<file path="src/rtl/song_sequencer_if.sv">
// Song-ROM read port and note-dispatch bus between the sequencer (master) and
// the ROM / note-player bank (slave).
interface song_sequencer_if #(
  parameter int SONG_BITS  = 2,
  parameter int ENTRY_BITS = 6,
  parameter int NUM_VOICES = 3
);
  localparam int ADDR_W  = SONG_BITS + ENTRY_BITS;
  localparam int VOICE_W = (NUM_VOICES > 1) ? $clog2(NUM_VOICES) : 1;

  logic [ADDR_W-1:0]  rom_addr;
  logic [15:0]        rom_dout;
  logic               note_load;
  logic [VOICE_W-1:0] note_voice;
  logic [5:0]         note_out;
  logic [5:0]         dur_out;
  logic [2:0]         meta_out;

  modport master (
    output rom_addr, note_load, note_voice, note_out, dur_out, meta_out,
    input  rom_dout
  );

  modport slave (
    input  rom_addr, note_load, note_voice, note_out, dur_out, meta_out,
    output rom_dout
  );
endinterface

</file>
<file path="src/rtl/song_sequencer.sv">
// Steps one song through the song ROM, dispatching notes round-robin to voices
// on a beat grid. Define SONG_SEQUENCER_LOOP_EN to replay the song endlessly.
module song_sequencer #(
  parameter int NUM_VOICES = 3,
  parameter int SONG_BITS  = 2,
  parameter int ENTRY_BITS = 6
) (
  input  logic                 clk,
  input  logic                 reset_n,
  input  logic                 play,
  input  logic [SONG_BITS-1:0] song,
  input  logic                 beat,
  song_sequencer_if.master     bus,
  output logic                 song_done,
  output logic                 busy
);

  localparam int VOICE_W = (NUM_VOICES > 1) ? $clog2(NUM_VOICES) : 1;
  localparam logic [ENTRY_BITS-1:0] LAST_IDX   = '1;
  localparam logic [VOICE_W-1:0]    LAST_VOICE = VOICE_W'(NUM_VOICES - 1);

`ifdef SONG_SEQUENCER_LOOP_EN
  localparam bit LOOP_EN = 1'b1;
`else
  localparam bit LOOP_EN = 1'b0;
`endif

  typedef enum logic [2:0] {
    S_IDLE,
    S_FETCH,
    S_DECODE,
    S_WAIT,
    S_NEXT,
    S_DONE
  } state_t;

  state_t                 state;
  logic [SONG_BITS-1:0]   song_l;
  logic [ENTRY_BITS-1:0]  index;
  logic [ENTRY_BITS-1:0]  index_nx;
  logic [VOICE_W-1:0]     vptr;
  logic [5:0]             cnt;
  logic                   armed;
  logic                   at_last;

  logic                   e_adv;
  logic [5:0]             e_note;
  logic [5:0]             e_dur;
  logic [2:0]             e_meta;

  assign e_adv    = bus.rom_dout[15];
  assign e_note   = bus.rom_dout[14:9];
  assign e_dur    = bus.rom_dout[8:3];
  assign e_meta   = bus.rom_dout[2:0];
  assign index_nx = index + 1'b1;
  assign at_last  = (index == LAST_IDX);
  assign busy     = (state != S_IDLE);

  function automatic logic [VOICE_W-1:0] next_voice(input logic [VOICE_W-1:0] v);
    return (v == LAST_VOICE) ? '0 : v + 1'b1;
  endfunction

  always_ff @(posedge clk) begin
    if (!reset_n) begin
      state          <= S_IDLE;
      song_l         <= '0;
      index          <= '0;
      vptr           <= '0;
      cnt            <= '0;
      armed          <= 1'b1;
      song_done      <= 1'b0;
      bus.rom_addr   <= '0;
      bus.note_load  <= 1'b0;
      bus.note_voice <= '0;
      bus.note_out   <= '0;
      bus.dur_out    <= '0;
      bus.meta_out   <= '0;
    end else begin
      bus.note_load <= 1'b0;
      song_done     <= 1'b0;
      case (state)
        S_IDLE: begin
          index          <= '0;
          vptr           <= '0;
          cnt            <= '0;
          bus.note_voice <= '0;
          bus.note_out   <= '0;
          bus.dur_out    <= '0;
          bus.meta_out   <= '0;
          // A finished song leaves armed low so a held play does not restart it.
          if (!play) begin
            armed <= 1'b1;
          end else if (armed) begin
            song_l       <= song;
            bus.rom_addr <= {song, {ENTRY_BITS{1'b0}}};
            state        <= S_FETCH;
          end
        end
        S_FETCH: begin
          if (play) state <= S_DECODE;
        end
        S_DECODE: begin
          if (e_note != '0) begin
            bus.note_load  <= 1'b1;
            bus.note_voice <= vptr;
            bus.note_out   <= e_note;
            bus.dur_out    <= e_dur;
            bus.meta_out   <= e_meta;
            vptr           <= next_voice(vptr);
          end
          // An advancing entry closes the chord: the next chord starts on voice 0.
          if (e_adv) begin
            cnt   <= e_dur;
            vptr  <= '0;
            state <= S_WAIT;
          end else begin
            song_done <= LOOP_EN && at_last;
            state     <= S_NEXT;
          end
        end
        S_WAIT: begin
          if (cnt == '0) begin
            song_done <= LOOP_EN && at_last;
            state     <= S_NEXT;
          end else if (beat && play) begin
            cnt <= cnt - 1'b1;
          end
        end
        S_NEXT: begin
          if (at_last) begin
            if (LOOP_EN) begin
              index        <= '0;
              bus.rom_addr <= {song_l, {ENTRY_BITS{1'b0}}};
              state        <= S_FETCH;
            end else begin
              song_done <= 1'b1;
              state     <= S_DONE;
            end
          end else begin
            index        <= index_nx;
            bus.rom_addr <= {song_l, index_nx};
            state        <= S_FETCH;
          end
        end
        S_DONE: begin
          armed <= 1'b0;
          state <= S_IDLE;
        end
        default: state <= S_IDLE;
      endcase
    end
  end

endmodule
</file>
<file path="src/flat_wrapper.sv">
// flat-port wrapper written by rule: the top's interface ports become plain ports
module song_sequencer_flat 
#(
  parameter int NUM_VOICES = 3,
  parameter int SONG_BITS  = 2,
  parameter int ENTRY_BITS = 6
)
  (clk, reset_n, play, song, beat, song_done, busy, bus_rom_addr, bus_note_load, bus_note_voice, bus_note_out, bus_dur_out, bus_meta_out, bus_rom_dout);
  song_sequencer_if #(.SONG_BITS(SONG_BITS), .ENTRY_BITS(ENTRY_BITS), .NUM_VOICES(NUM_VOICES)) bus_i ();
  input  logic clk;
  input  logic reset_n;
  input  logic play;
  input  logic [SONG_BITS-1:0] song;
  input  logic beat;
  output logic song_done;
  output logic busy;
  output wire logic [$bits(bus_i.rom_addr)-1:0] bus_rom_addr;
  output wire logic [$bits(bus_i.note_load)-1:0] bus_note_load;
  output wire logic [$bits(bus_i.note_voice)-1:0] bus_note_voice;
  output wire logic [$bits(bus_i.note_out)-1:0] bus_note_out;
  output wire logic [$bits(bus_i.dur_out)-1:0] bus_dur_out;
  output wire logic [$bits(bus_i.meta_out)-1:0] bus_meta_out;
  input wire logic [$bits(bus_i.rom_dout)-1:0] bus_rom_dout;
  assign bus_rom_addr = bus_i.rom_addr;
  assign bus_note_load = bus_i.note_load;
  assign bus_note_voice = bus_i.note_voice;
  assign bus_note_out = bus_i.note_out;
  assign bus_dur_out = bus_i.dur_out;
  assign bus_meta_out = bus_i.meta_out;
  assign bus_i.rom_dout = bus_rom_dout;
  song_sequencer #(.NUM_VOICES(NUM_VOICES), .SONG_BITS(SONG_BITS), .ENTRY_BITS(ENTRY_BITS)) u_core (.clk(clk), .reset_n(reset_n), .play(play), .song(song), .beat(beat), .bus(bus_i), .song_done(song_done), .busy(busy));
endmodule
</file>
<file path="config.mk">
export PLATFORM = sky130hd
export DESIGN_NAME = song_sequencer_flat
export DESIGN_NICKNAME = d
export VERILOG_FILES = /design/src/rtl/song_sequencer_if.sv /design/src/rtl/song_sequencer.sv /design/src/flat_wrapper.sv
export SDC_FILE = /design/constraint.sdc
export NUM_CORES = 1
export LEC_CHECK = 0
export BUFFER_PORTS_ARGS = -buffer_cell sky130_fd_sc_hd__buf_2
export CAP_MARGIN = 30
export CORE_MARGIN = 1
export CORE_UTILIZATION = 50
export DETAILED_ROUTE_END_ITERATION = 16
export HOLD_SLACK_MARGIN = 0.03
export PLACE_DENSITY_LB_ADDON = 0.05
export SKIP_CTS_REPAIR_TIMING = 1
export SYNTH_ARGS = -nofsm -noshare
export SYNTH_HDL_FRONTEND = slang
export SYNTH_SLANG_ARGS = --single-unit
</file>
<file path="constraint.sdc">
create_clock -name clk -period 3.95 [get_ports clk]
set_input_delay 0.79 -clock clk [delete_from_list [all_inputs] [get_ports clk]]
set_output_delay 0.79 -clock clk [all_outputs]
set_load 0.03 [all_outputs]
</file>
==> flow_summary.yaml, run 1 <==
outcome:
  outcome: "complete, no violations"
timing:
  rsz0062_at_grt: "false"
  worstMarginPinSlew_ns: 0.998
  fin_worst_skew_ns: 0.00672
  fmax_mhz: 430
  setup-violations-final: 0
  finalMaxSlewViolations: 0
  hold_violations: 0
  slew_headroom: 0.334
  post-route-min-period_ns: 2.32
  final.setup.tns_ns: 0
  layout_setup_ws_ns: 1.63
  min_period_over_period: 0.588
pwr:
  p_clk_frac: 0.276
  irDropWorstVdd_mv: 0.215
  p_leak_uw: 0.00102
  p_comb_frac: 0.253
  seq_power_share: 0.471
  power.switching_fraction: 0.328
  p_int_uw: 773
  pwr_density_cell_nw_per_um2: 446
  p_sw_uw: 377
yosys:
  yosysMostFrequentCell: "dfxtp_1"
  synth_largest_area_cell: "dfxtp_1"
  synth_seq_cells: 47
  synth_common_cells: "47 x dfxtp_1, 29 x a21oi_1, 26 x nor2_1"
  syn_area_um2: 2220
  synth_enable_flop_cells: 0
  syn-num-nets: 292
  synth_ff_type: "dfxtp_1"
  yosys-top-cells-area: "dfxtp_1 42%, a21oi_1 6.5%, nor2_1 4.4%"
  ys_seq_area_frac: 0.424
  syn-instance-count: 267
  synth_top_area_share: 0.424
  async_flop_share: 0
  yosys_warnings: 0
  synth.avg_cell_area_um2: 8.32
  ys_types: 47
drt:
  final_antenna_net_count: 0
  wl_per_cell_um: 13.9
  drc: 0
  routed_via_density: 5.70
  vias: 2052
  drt-total-wl_mm: 5.01
  drtPass1Iterations: 4
  first_iter_violations: 113
clocking:
  cts_tree: "built"
  cts_sinks: 47
  clkLatencyLatePin_ns: 0.30
  cts_buffer_depth: 2
  htree_levels: 2
  cts_root_buf: "clkbuf_8"
  clkTransAtPathRegs_ns: 0.08
  cts_buffers: 5
floorplanning:
  ioPinCount: 50
  dieHeight_um: 68.6
  core_area_um2: 4140
  die_w_um: 68.6
  fp.dieArea_um2: 4710
  num_rows: 23
  initial_core_util: 0.536
setup_path:
  r2r_cells: 4
  cp_max_fo: 22
  r2r-end: "u_core.bus.rom_addr[4]"
  r2r_start: "u_core.state[2]"
  cp-start-kind: "flop"
  path_class: "flop to output port"
  startpoint: "u_core.state[2]"
  end_kind: "output port"
  arrival_ns: 1.53
  rrSetupSlack_ns: 1.81
  cp_data_required_time_ns: 3.16
placement:
  port_buffers: 49
  place_congestion: 0.795
  dp_hpwl_mm: 3.51
  place_ws_ns: 1.76
  placed_cell_area_um2: 2480
final_layout:
  area_growth_pct: 16.0
  final_util: 0.622
  diodes: 0
  postLayoutCellArea_um2: 2580
  final_nets: 334
  nFillCells: 388
  regArea_um2: 941
  multiInputGateArea_um2: 1180
  layout-drive-gt1-share: 0.219
hold_path:
  min_path_type: "flop to flop"
  whs_path_depth: 2
  worstHoldStart: "u_core.bus.meta_out[0]"
  hold_end: "u_core.bus.meta_out[0]"
grt:
  antenna_found_initial: 0
  grt_max_degree: 33
  track_usage: 0.227
  grt_pass1_vias: 1752
  grt_pass1_wl_mm: 7.84
  grt.overflow.total: 0
job:
  drv_cap: 0
[power groups by stage]
stage / Combinational [uW] / Sequential, uW / Clock (uW)
3_5_place_dp: 289 / 552 / 0
4_1_cts: 291 / 541 / 326
5_1_grt: 321 / 548 / 346
6_report: 291 / 542 / 317
2_1_floorplan: 205 / 565 / 0
3_3_place_gp: 282 / 551 / 0
[through the flow]
| stage | hold WS (ns) | power, uW | cells |
|---|---|---|---|
| after floorplan | 0.454 | 770 | 267 |
| final | 0.454 | 1150 | 360 |
| after global routing | 0.477 | 1210 | 360 |
| after global placement | 0.438 | 833 | 351 |
| after CTS | 0.454 | 1160 | 360 |
| after detailed placement | 0.442 | 841 | 352 |
[final cells by class]
cell class,instances,share of cell area
well taps,50,0.0243
inverters,8,0.0117
multi-input cells,196,0.458
flip-flops and latches,47,0.365
repair buffers,51,0.102
clock buffers,8,0.0389
[worst max-delay path, cell delays in order, from the launching register on]
cell	delay [ns]
dfxtp_1	0.76
or3_1	0.25
buf_2	0.21
[kinds of logic (layout without fill, tap and decap cells)]
logic type / after synthesis / after routing / synth area share
compound gates: 85 / 85 / 0.243
xor+xnor: 3 / 3 / 0.0118
simple gates: 101 / 101 / 0.238
flops: 47 / 47 / 0.424
fa+ha+maj: 3 / 3 / 0.0169
mux: 4 / 4 / 0.0180
buf+inv: 24 / 67 / 0.0479
[flip-flops by register name, indices dropped and copies added, names as in the netlist]
register and count:
u_core.bus.rom_addr 8, u_core.bus.dur_out 6, u_core.bus.note_out 6, u_core.cnt 6
u_core.index 6, u_core.bus.meta_out 3, u_core.state 3, u_core.bus.note_voice 2
u_core.song_l 2, u_core.vptr 2, u_core.armed 1, u_core.bus.note_load 1
u_core.song_done 1
[layer usage]
metal / up-vias / wire [um] / track usage
met5: - / 0 / 0
met4: 0 / 27 / 0.0703
met3: 4 / 296 / 0.0691
met2: 66 / 2280 / 0.348
met1: 929 / 2410 / 0.302
li1: 1053 / - / -
[placed cells by master, fill, tap and decap left out, drive strengths merged, types with 4 or more instances in the layout]
cell	netlist	layout
o21a	5	5
a21oi	29	29
nor2	27	27
nand3	10	10
buf	9	51
a22oi	6	6
or3	4	4
o21ai	20	20
dfxtp	47	47
inv	8	8
nor3	5	5
and2	9	9
a211oi	8	8
mux2i	4	4
nand2	23	23
clkbuf	7	8
[how the worst max path moves through the flow]
stage                                        to  cells past startpoint
after floorplan           u_core.bus.dur_out[1]                      5
after global placement            u_core.cnt[5]                      3
after detailed placement          u_core.cnt[5]                      3
after CTS                                  busy                      2
after global routing                       busy                      2
final                                      busy                      2
Power figures use the tool's default switching activity.
==> run 2: changes to the inputs <==
- CORE_UTILIZATION: 50 -> 48
- clock period: 3.95 -> 2.1 ns (I/O delays scaled with it)
==> run 2 against run 1 <==
  * Critical path depth increased by 1
  * Sequential share of layout area shrank 0.85 points
  * First-iteration DRC count increased by 25%
  * Cell count grew 2.5%
==> flow_summary.yaml, run 2 (synthesis gave the netlist of run 1 again) <==
floorplanning:
  core_area_um2: 4410
  die_w_um: 70.0
  dieHeight_um: 70.0
  num_rows: 24
  ioPinCount: 50
  fp.dieArea_um2: 4900
  initial_core_util: 0.503
setup_path:
  worst-path-buf-inv: 2
  cp-start-kind: "flop"
  slowest_stage: "dfxtp_1"
  cp_data_required_time_ns: 1.68
  cpLargestDelayFamily: "buffers and inverters"
  path_class: "flop to output port"
  arrival_ns: 1.51
  end_kind: "output port"
  crit_path_cell_trace: "buf_4 > or3_1 > buf_2"
  cp_max_fo: 12
  slowest_delay_ns: 0.43
timing:
  post-route-min-period_ns: 1.93
  min_period_over_period: 0.921
  setup-violations-final: 0
  fin_worst_skew_ns: 0.00672
  fmax_mhz: 517
  rsz0062_at_grt: "false"
  final.setup.tns_ns: 0
  finalMaxSlewViolations: 0
  hold_violations: 0
  slew_headroom: 0.575
  worstMarginPinSlew_ns: 0.633
placement:
  dp_hpwl_mm: 3.54
  port_buffers: 49
  place_congestion: 0.834
drt:
  drtPass1Iterations: 4
  wl_per_cell_um: 13.3
  final_antenna_net_count: 0
  wl_met3_um: 263
  vias: 2052
  first_iter_violations: 141
  met1_length_mm: 2.53
  routed_via_density: 5.56
  wl_met2_mm: 2.11
  highest_layer: "met4"
  drc: 0
  drt-total-wl_mm: 4.92
final_layout:
  mostFrequentLayoutCells: "49 x buf_2, 47 x dfxtp_1, 29 x a21oi_1"
  area_growth_pct: 18.8
  layout_commonest_cell: "buf_2"
  largest_reg_flops: 8
  diodes: 0
  layout-drive-gt1-share: 0.237
  top_register: "u_core.bus.rom_addr"
  final_nets: 342
job:
  drv_cap: 0
grt:
  grt_max_degree: 20
  grt_pass1_wl_mm: 8.28
  grt.overflow.total: 0
  grt_pass1_vias: 1776
  track_usage: 0.212
  antenna_found_initial: 0
clocking:
  cts_root_buf: "clkbuf_8"
  htree_levels: 2
  clkTransAtPathRegs_ns: 0.09
  cts_buffers: 5
  cts_sinks: 47
  clkLatencyLatePin_ns: 0.29
  cts_buffer_depth: 2
  cts_tree: "built"
pwr:
  p_leak_uw: 0.00106
  irDropWorstVdd_mv: 0.437
  pwr_density_cell_nw_per_um2: 842
  finalPower_uw: 2220
hold_path:
  min_path_type: "input port to flop"
outcome:
  outcome: "complete, no violations"
run 2: changes by cell type in the layout (fill, tap and decap cells not counted), sizes merged:
cell / change
buf: +8
clkbuf: -2
bufinv: +1
run 2: final timing paths:
kind                     startpoint  slack, ns                     end  cells after the start
max                 u_core.state[2]       0.17                    busy                      3
min                 bus_rom_dout[2]       0.37  u_core.bus.meta_out[2]                      3
min reg2reg  u_core.bus.meta_out[0]       0.45  u_core.bus.meta_out[0]                      2
max reg2reg         u_core.state[0]       0.33           u_core.cnt[4]                      4
run 2: area by class of cell:
type / instances / area [um2]
Inverter: 8 / 30.0
Multi-Input combinational cell: 196 / 1180
Sequential cell: 47 / 941
Clock buffer: 6 / 72.6
Timing Repair Buffer: 59 / 320
Clock inverter: 1 / 30.0
Fill cell: 403 / 1780
Tap cell: 52 / 65.1
run 2: layer usage:
layer / up-vias / global-route usage
met2: 57 / 0.303
met4: 0 / 0.0778
met3: 2 / 0.0577
met5: - / 0
met1: 927 / 0.303
li1: 1066 / -
run 2: metrics by stage:
step | worst slack, ns | cell area, um2 | utilization | cells | hold slack, ns
floorplan | 0.559 | 2220 | - | 267 | 0.454
detailed placement | 0.331 | 2530 | 0.574 | 362 | 0.444
finish | 0.166 | 2640 | 0.598 | 369 | 0.366
global placement | 0.327 | 2530 | 0.574 | 362 | 0.438
global route | 0.0913 | 2640 | 0.598 | 369 | 0.373
CTS | 0.161 | 2640 | 0.598 | 369 | 0.359
run 2: power by group:
group | switching (uW) | internal, uW | leakage [uW] | total (uW)
logic | 345 | 216 | 0.000624 | 561
clock network | 294 | 349 | 0.0000513 | 644
registers | 65.2 | 950 | 0.000382 | 1020
run 2: worst reg2reg max path: cells and delay by family, from the launching register on:
family          cells  cell delay (ns)
simple gates        2             0.38
compound gates      2             0.64
flops               1             0.64
==> run 3: changes to the inputs <==
- CORE_ASPECT_RATIO: not set -> 2
==> run 3 against run 2 <==
  * Clock skew is 0.00080 ns higher
  * Non-clock buffer count unchanged
  * Fmax shrank 2.7%
  * Power is 4.3% lower
  * Critical path depth is 1 higher
  * Clock-buffer cell count grew 1
  * Register-to-register slack better by 0.03 ns
  * Sequential share of layout area rose by 0.26 points
  * Clock power decreased by 17%
  * Critical endpoint unchanged
==> flow_summary.yaml, run 3 (synthesis gave the netlist of run 1 again) <==
timing:
  min_period_over_period: 0.946
  fin_worst_skew_ns: 0.00752
  slew_headroom: 0.553
  finalMaxSlewViolations: 0
  final.setup.tns_ns: 0
  hold_violations: 0
  fmax_mhz: 503
  post-route-min-period_ns: 1.99
  rsz0062_at_grt: "false"
  setup-violations-final: 0
  worstMarginPinSlew_ns: 0.670
final_layout:
  top_register: "u_core.bus.rom_addr"
  diodes: 0
  mostFrequentLayoutCells: "49 x buf_2, 47 x dfxtp_1, 29 x a21oi_1"
  layout_commonest_cell: "buf_2"
  largest_reg_flops: 8
  area_growth_pct: 17.9
  final_nets: 342
  layout-drive-gt1-share: 0.236
  nFillCells: 432
pwr:
  pwr_density_cell_nw_per_um2: 812
  p_leak_uw: 0.00105
  irDropWorstVdd_mv: 0.584
  finalPower_uw: 2130
job:
  drv_cap: 0
drt:
  wl_per_cell_um: 14.8
  routed_via_density: 5.73
  vias: 2131
  drc: 0
  drtPass1Iterations: 4
  first_iter_violations: 54
  final_antenna_net_count: 0
  drt-total-wl_mm: 5.49
clocking:
  cts_root_buf: "clkbuf_8"
  clkTransAtPathRegs_ns: 0.09
  cts_sinks: 47
  cts_tree: "built"
  clkLatencyLatePin_ns: 0.30
  htree_levels: 2
  cts_buffers: 5
  cts_buffer_depth: 2
setup_path:
  slowest_delay_ns: 0.37
  end_kind: "output port"
  path_class: "flop to output port"
  crit_path_cell_trace: "buf_4 > buf_4 > or3_1 > buf_2"
  slowest_stage: "dfxtp_1"
  cp_data_required_time_ns: 1.68
  arrival_ns: 1.57
  cp_max_fo: 9
  crit_top_cell: "buf_4"
  cp-start-kind: "flop"
floorplanning:
  die_w_um: 50.1
  dieHeight_um: 98.2
  fp.dieArea_um2: 4920
  ioPinCount: 50
  core_area_um2: 4380
  num_rows: 34
  initial_core_util: 0.507
grt:
  track_usage: 0.234
  grt.overflow.total: 0
  grt_pass1_wl_mm: 8.90
  grt_max_degree: 21
  grt_pass1_vias: 2026
  antenna_found_initial: 0
outcome:
  outcome: "complete, no violations"
placement:
  port_buffers: 49
  dp_hpwl_mm: 4.15
  place_congestion: 0.808
hold_path:
  min_path_type: "input port to flop"
[run 3: path summary, 6_finish.rpt]
kind,from,to,slack [ns],cells past startpoint
max,u_core.state[2],busy,0.11,4
min,bus_rom_dout[0],u_core.bus.meta_out[0],0.38,3
max reg2reg,u_core.state[0],u_core.cnt[4],0.36,4
min reg2reg,u_core.bus.dur_out[2],u_core.bus.dur_out[2],0.46,2
[run 3: cell type report]
class,count,area (um2),area share
clock inverters,1,5.00,0.00191
flip-flops and latches,47,941,0.359
clock buffers,7,76.3,0.0291
repair buffers,59,320,0.122
multi-input cells,196,1180,0.450
inverters,8,30.0,0.0115
well taps,54,67.6,0.0258
[run 3: through the flow]
stage           util  area, um2  hold WS, ns  std cells  setup slack, ns
6_report       0.598       2620        0.376        372            0.114
5_1_grt        0.598       2620        0.387        372           0.0731
4_1_cts        0.598       2620        0.372        372            0.124
3_5_place_dp   0.579       2540        0.443        364            0.331
3_3_place_gp   0.579       2540        0.439        364            0.378
2_1_floorplan      -       2220        0.454        267            0.559
[run 3: per-layer routing]
| metal | share of wire | global-route usage | wire, um | vias up |
|---|---|---|---|---|
| met3 | 0.028 | 0.0327 | 156 | 15 |
| li1 | - | - | - | 1058 |
| met2 | 0.56 | 0.442 | 3080 | 46 |
| met4 | 0.040 | 0.136 | 217 | 0 |
| met5 | 0 | 0 | 0 | - |
| met1 | 0.37 | 0.226 | 2040 | 1012 |
[run 3: report_power, final]
group	internal [uW]	leakage [uW]	switching (uW)
logic	220	0.000625	360
clock network	234	0.0000422	300
registers	950	0.000382	62.0
[run 3: worst max-delay path: cells and delay by family (launching register included)]
family / cells / cell delay, ns
AND/OR/NAND/NOR: 1 / 0.35
buffers and inverters: 3 / 0.55
flip-flops: 1 / 0.37
